**config.mk**
```make
export PLATFORM = sky130hd
export DESIGN_NAME = mem_access_ctrl
export DESIGN_NICKNAME = d
export VERILOG_FILES = /design/src/rtl/mem_access_ctrl.sv
export SDC_FILE = /design/constraint.sdc
export NUM_CORES = 1
export LEC_CHECK = 0
export ABC_AREA = 0
export BUFFER_PORTS_ARGS = -buffer_cell sky130_fd_sc_hd__clkbuf_2
export CAP_MARGIN = 20
export CORE_ASPECT_RATIO = 1.25
export CORE_MARGIN = 1.5
export CORE_UTILIZATION = 42
export DETAILED_ROUTE_END_ITERATION = 12
export PLACE_DENSITY = 0.79
export SYNTH_ARGS = -nofsm -noshare
export SYNTH_HDL_FRONTEND = slang
export SYNTH_SLANG_ARGS = --single-unit
```
**constraint.sdc**
```tcl
create_clock -name Clk_i -period 1.9 [get_ports Clk_i]
set_clock_uncertainty 0.2 [all_clocks]
set_input_delay 0.19 -clock Clk_i [delete_from_list [all_inputs] [get_ports Clk_i]]
set_output_delay 0.19 -clock Clk_i [all_outputs]
set_load 0.02 [all_outputs]
```
**src/rtl/mem_access_ctrl.sv**
```systemverilog
// ============================================================================
// Module   : mem_access_ctrl
// Purpose  : Multi-cycle load/store sequencer between the datapath and the
//            data memory. It latches a request, drives the memory address,
//            write enable and write data, and waits out the memory read
//            latency. On a load it hands the read data to the MDR one cycle
//            before the Done pulse.
// Options  : `define MEM_BOUNDS_CHECK_EN enables an address range check
//            against DEPTH. An out-of-range request finishes with Err and Done
//            and performs no memory or MDR write.
// Revision : 1.0 - initial release
// ============================================================================
`default_nettype none

module mem_access_ctrl #(
   parameter int W      = 8,
   parameter int A      = 8,
   parameter int RD_LAT = 1,
   parameter int DEPTH  = 256
) (
   input  logic         Clk_i,
   input  logic         Reset_i,
   input  logic         Start_i,
   input  logic         IsLoad_i,
   input  logic [A-1:0] Addr_i,
   input  logic [W-1:0] StoreData_i,
   output logic [A-1:0] MemAddr_o,
   output logic         MemWrEn_o,
   output logic [W-1:0] MemWrData_o,
   input  logic [W-1:0] MemRdData_i,
   output logic         MdrWrEn_o,
   output logic [W-1:0] MdrData_o,
   output logic         Busy_o,
   output logic         Done_o,
   output logic         Err_o
);

   // Width of the read-latency counter; it must hold the value RD_LAT.
   localparam int CW = $clog2(RD_LAT + 1);

   localparam logic [CW-1:0] C_CNT_LOAD = CW'(RD_LAT);
   localparam logic [CW-1:0] C_CNT_LAST = CW'(1);

   // The address is zero-extended by one bit so DEPTH == 2**A still fits.
   localparam logic [A:0] C_DEPTH = (A + 1)'(DEPTH);

`ifdef MEM_BOUNDS_CHECK_EN
   localparam logic C_BOUNDS_EN = 1'b1;
`else
   localparam logic C_BOUNDS_EN = 1'b0;
`endif

   typedef enum logic [1:0] {
      S_IDLE  = 2'd0,
      S_READ  = 2'd1,
      S_WRITE = 2'd2,
      S_DONE  = 2'd3
   } state_t;

   state_t          state_q;
   logic [A-1:0]    addr_q;
   logic [W-1:0]    data_q;
   logic            load_q;
   logic [CW-1:0]   cnt_q;
   logic            busy_q;
   logic            done_q;
   logic            err_q;

   logic            w_oob;
   logic            w_mdr_fire;

   // Out-of-range request detection; constant 0 when the check is disabled.
   assign w_oob = C_BOUNDS_EN & ({1'b0, Addr_i} >= C_DEPTH);

   // Sequencer: request capture, latency countdown and registered status flags.
   always_ff @(posedge Clk_i) begin
      if (Reset_i) begin
         state_q <= S_IDLE;
         addr_q  <= '0;
         data_q  <= '0;
         load_q  <= 1'b0;
         cnt_q   <= '0;
         busy_q  <= 1'b0;
         done_q  <= 1'b0;
         err_q   <= 1'b0;
      end else begin
         case (state_q)
            S_IDLE: begin
               if (Start_i) begin
                  addr_q <= Addr_i;
                  data_q <= StoreData_i;
                  load_q <= IsLoad_i;
                  cnt_q  <= C_CNT_LOAD;
                  busy_q <= 1'b1;
                  if (w_oob) begin
                     // Rejected request: skip straight to completion.
                     state_q <= S_DONE;
                     done_q  <= 1'b1;
                     err_q   <= 1'b1;
                  end else if (IsLoad_i) begin
                     state_q <= S_READ;
                  end else begin
                     state_q <= S_WRITE;
                  end
               end
            end
            S_READ: begin
               cnt_q <= cnt_q - C_CNT_LAST;
               if (cnt_q == C_CNT_LAST) begin
                  state_q <= S_DONE;
                  done_q  <= 1'b1;
               end
            end
            S_WRITE: begin
               state_q <= S_DONE;
               done_q  <= 1'b1;
            end
            S_DONE: begin
               state_q <= S_IDLE;
               busy_q  <= 1'b0;
               done_q  <= 1'b0;
               err_q   <= 1'b0;
            end
            default: begin
               state_q <= S_IDLE;
               busy_q  <= 1'b0;
               done_q  <= 1'b0;
               err_q   <= 1'b0;
            end
         endcase
      end
   end

   // The MDR strobe is combinational so the MDR captures read data at the
   // end of the last latency cycle; Reset suppresses it in that same cycle.
   assign w_mdr_fire = (state_q == S_READ) && (cnt_q == C_CNT_LAST) && !Reset_i;

   assign MemAddr_o   = addr_q;
   assign MemWrData_o = data_q;
   assign MemWrEn_o   = (state_q == S_WRITE) && !Reset_i;
   assign MdrWrEn_o   = w_mdr_fire;
   assign MdrData_o   = w_mdr_fire ? MemRdData_i : '0;
   assign Busy_o      = busy_q;
   assign Done_o      = done_q;

`ifdef MEM_BOUNDS_CHECK_EN
   assign Err_o = err_q;
`else
   // The error flag can never be set without the range check.
   assign Err_o = 1'b0 & err_q & load_q;
`endif

`ifdef MEM_BOUNDS_CHECK_EN
   // load_q records the request type for debug visibility only.
   logic w_unused_load;
   assign w_unused_load = load_q;
`endif

endmodule

`default_nettype wire

```
==> impl_metrics.tcl <==
set metrics [dict create \
    status "completed" \
    grt_pass1_vias 1038 \
    clkLatencyLatePin_ns 0.30 \
    synth_edf_count 0 \
    setup_tns_ns 0 \
    peakVddDrop_v 0.0006094 \
    area_delta_synth_final_pct 53.28 \
    power_frac_clock 0.141 \
    grt_use_total 0.2133 \
    vias 1032 \
    holdWs_ns 0.03774 \
    grt-ovfl-total 0 \
    r2r_slack_ns 0.18 \
    cts_buffers 3 \
    grt_pass1_wl_um 4167 \
    final_util 0.6755 \
    n_antenna_cell 0 \
    initial_core_util 0.4407 \
    hpwl_um 1648 \
    critPathArrivalTime_ns 1.44 \
    switchingPower_mw 0.6058 \
    port_buffers 55 \
    hold_depth 3 \
    use_met2 0.4105 \
    fp.dieW_um 45.62 \
    finalInstanceArea_um2 1461 \
    synth_ff_type "dfxtp_1" \
    p_comb_frac 0.451 \
    maxSlewViolCount 0 \
    grt_max_degree 23 \
    viasPerCell 4.670 \
    power_density_nw_per_um2 1041 \
    rsz0062_at_grt "no" \
    synthCells 117 \
    root_buffer "clkbuf_4" \
    wirelength_um 2507 \
    met1_usage 0.2206 \
    final_cell_mix "clkbuf_2, nand2_1, a21oi_1" \
    grtUsageMet3 0.03859 \
    finalNetCount 223 \
    rows 19 \
    rr_startpoint "state_q[0]" \
    gp_congestion 0.7849 \
    ys_seq_area_frac 0.4409 \
    tritoncts "built" \
    final_common_cell "clkbuf_2" \
    wire_per_inst_um 11.34 \
    layout_min_cycle_time_ns 1.831 \
    r2r_end "MemWrData_o[5]" \
    crit_type "register to output port" \
    p_leak_nw 0.7132 \
    finalSetupViolCount 0 \
    route.detailed.drc 0 \
    max_freq_mhz 546.0 \
    io_pins 57 \
    htreeDepth 1 \
    async_reset_ff_frac 0 \
    drt_iter0_markers 10 \
    core_um2 2163 \
    postSynthAreaPerCell_um2 8.149 \
    period_share 0.9639 \
    dpl_cell_area_um2 1235 \
    cp-end-kind "output port" \
    netlist_area_um2 953.4 \
    cap_violations 0 \
    cts_num_sinks 21 \
    p_sw_frac 0.3980 \
    ys_ff_latch 21 \
    seqPwrFrac 0.408 \
    hold_end "state_q[0]" \
    drtPass1Iterations 4 \
    syn-num-nets 149 \
    min_from "IsLoad_i" \
    p_int_mw 0.9162 \
    die_h_um 56.27 \
    critical_path.max_fanout 6 \
    ys_types 23 \
    hold_path.class "primary input to register" \
    die_area_um2 2567 \
    clk_pin_slew_ns 0.12 \
    final_hold_viol_count 0 \
    drtAntennaViolNets 0 \
    p_total_mw 1.522 \
    startpoint_type "register" \
    antenna_found_initial 0 \
    worstMarginPinSlew_ns 0.5010 \
    gr-max-usage-layer "met2" \
    drive_above_1_share 0.3684 \
    required_ns 1.51 \
    maxSlewHeadroom 0.6652 \
    cts_max_path_buffers 2 \
    fillCellCount 179 \
    synth_warnings 0 \
    reg2reg_depth 5 \
]
[timing repair]
action	in CTS	in global routing
endpoints found under the setup margin	8	20
gates cloned	1	0
gates resized for setup	4	6
hold buffers	16	0
hold endpoints to repair	16	0
buffers inserted	0	1
[worst max path at each step]
| stage | start | endpoint | cells past startpoint |
|---|---|---|---|
| final | state_q[1] | MdrData_o[3] | 5 |
| after global routing | state_q[1] | MdrData_o[2] | 5 |
| after CTS | state_q[1] | MdrData_o[3] | 5 |
| after detailed placement | state_q[0] | MemWrData_o[5] | 5 |
| after global placement | state_q[0] | MemWrData_o[0] | 5 |
| after floorplan | state_q[1] | MdrData_o[0] | 5 |
[critical path, cell delays in order (launching register included)]
cell and delay (ns):
dfxtp_4 0.37, inv_2 0.05, ha_4 0.17, and3b_2 0.22, and2_1 0.17, buf_4 0.15
[logic make-up after synthesis]
group,after synthesis,synth area share
fa+ha+maj,4,0.05250
simple gates,55,0.2795
compound gates,25,0.1496
other cells,1,0.003933
buf+inv,11,0.07348
flops,21,0.4409
[layer usage]
metal / wire length (um) / up-vias
met1: 972 / 474
met3: 107 / 2
li1: - / 525
met4: 11 / 0
met2: 1416 / 31
met5: 0 / -
[flip-flops by register name, summed over array words and instances (netlist names)]
| signal | flops |
|---|---|
| MemAddr_o | 8 |
| MemWrData_o | 8 |
| state_q | 2 |
| Busy_o | 1 |
| Done_o | 1 |
| cnt_q | 1 |
[stage by stage]
step | cells | worst slack [ns]
2_1_floorplan | 117 | 0.1606
3_3_place_gp | 199 | 0.2701
3_5_place_dp | 199 | 0.1592
4_1_cts | 220 | 0.01975
5_1_grt | 221 | 0.005962
6_report | 221 | 0.06860
[Yosys cell counts (all sizes together) (3+ instances only)]
library cell / instances / share of area
a21oi: 20 / 0.10
inv: 4 / 0.016
ha: 4 / 0.052
nor2b: 3 / 0.020
clkbuf: 3 / 0.012
and2: 9 / 0.059
buf: 4 / 0.046
nor3: 3 / 0.021
dfxtp: 21 / 0.44
nand2: 34 / 0.13
[area by class of cell]
type	instances	area (um2)	share of cell area
multi-input cells	86	486.7	0.3330
repair buffers	75	467.9	0.3202
flip-flops and latches	21	425.4	0.2911
well taps	31	38.79	0.02654
clock buffers	3	22.52	0.01541
inverters	4	15.01	0.01027
clock inverters	1	5.005	0.003425
[power groups by stage]
stage	clock network [mW]	logic (mW)	registers, mW
2_1_floorplan	0	0.380	0.706
3_3_place_gp	0	0.610	0.614
3_5_place_dp	0	0.626	0.620
4_1_cts	0.222	0.669	0.617
5_1_grt	0.237	0.752	0.635
6_report	0.214	0.687	0.621
Note: power is estimated with default switching activity, not from simulation.
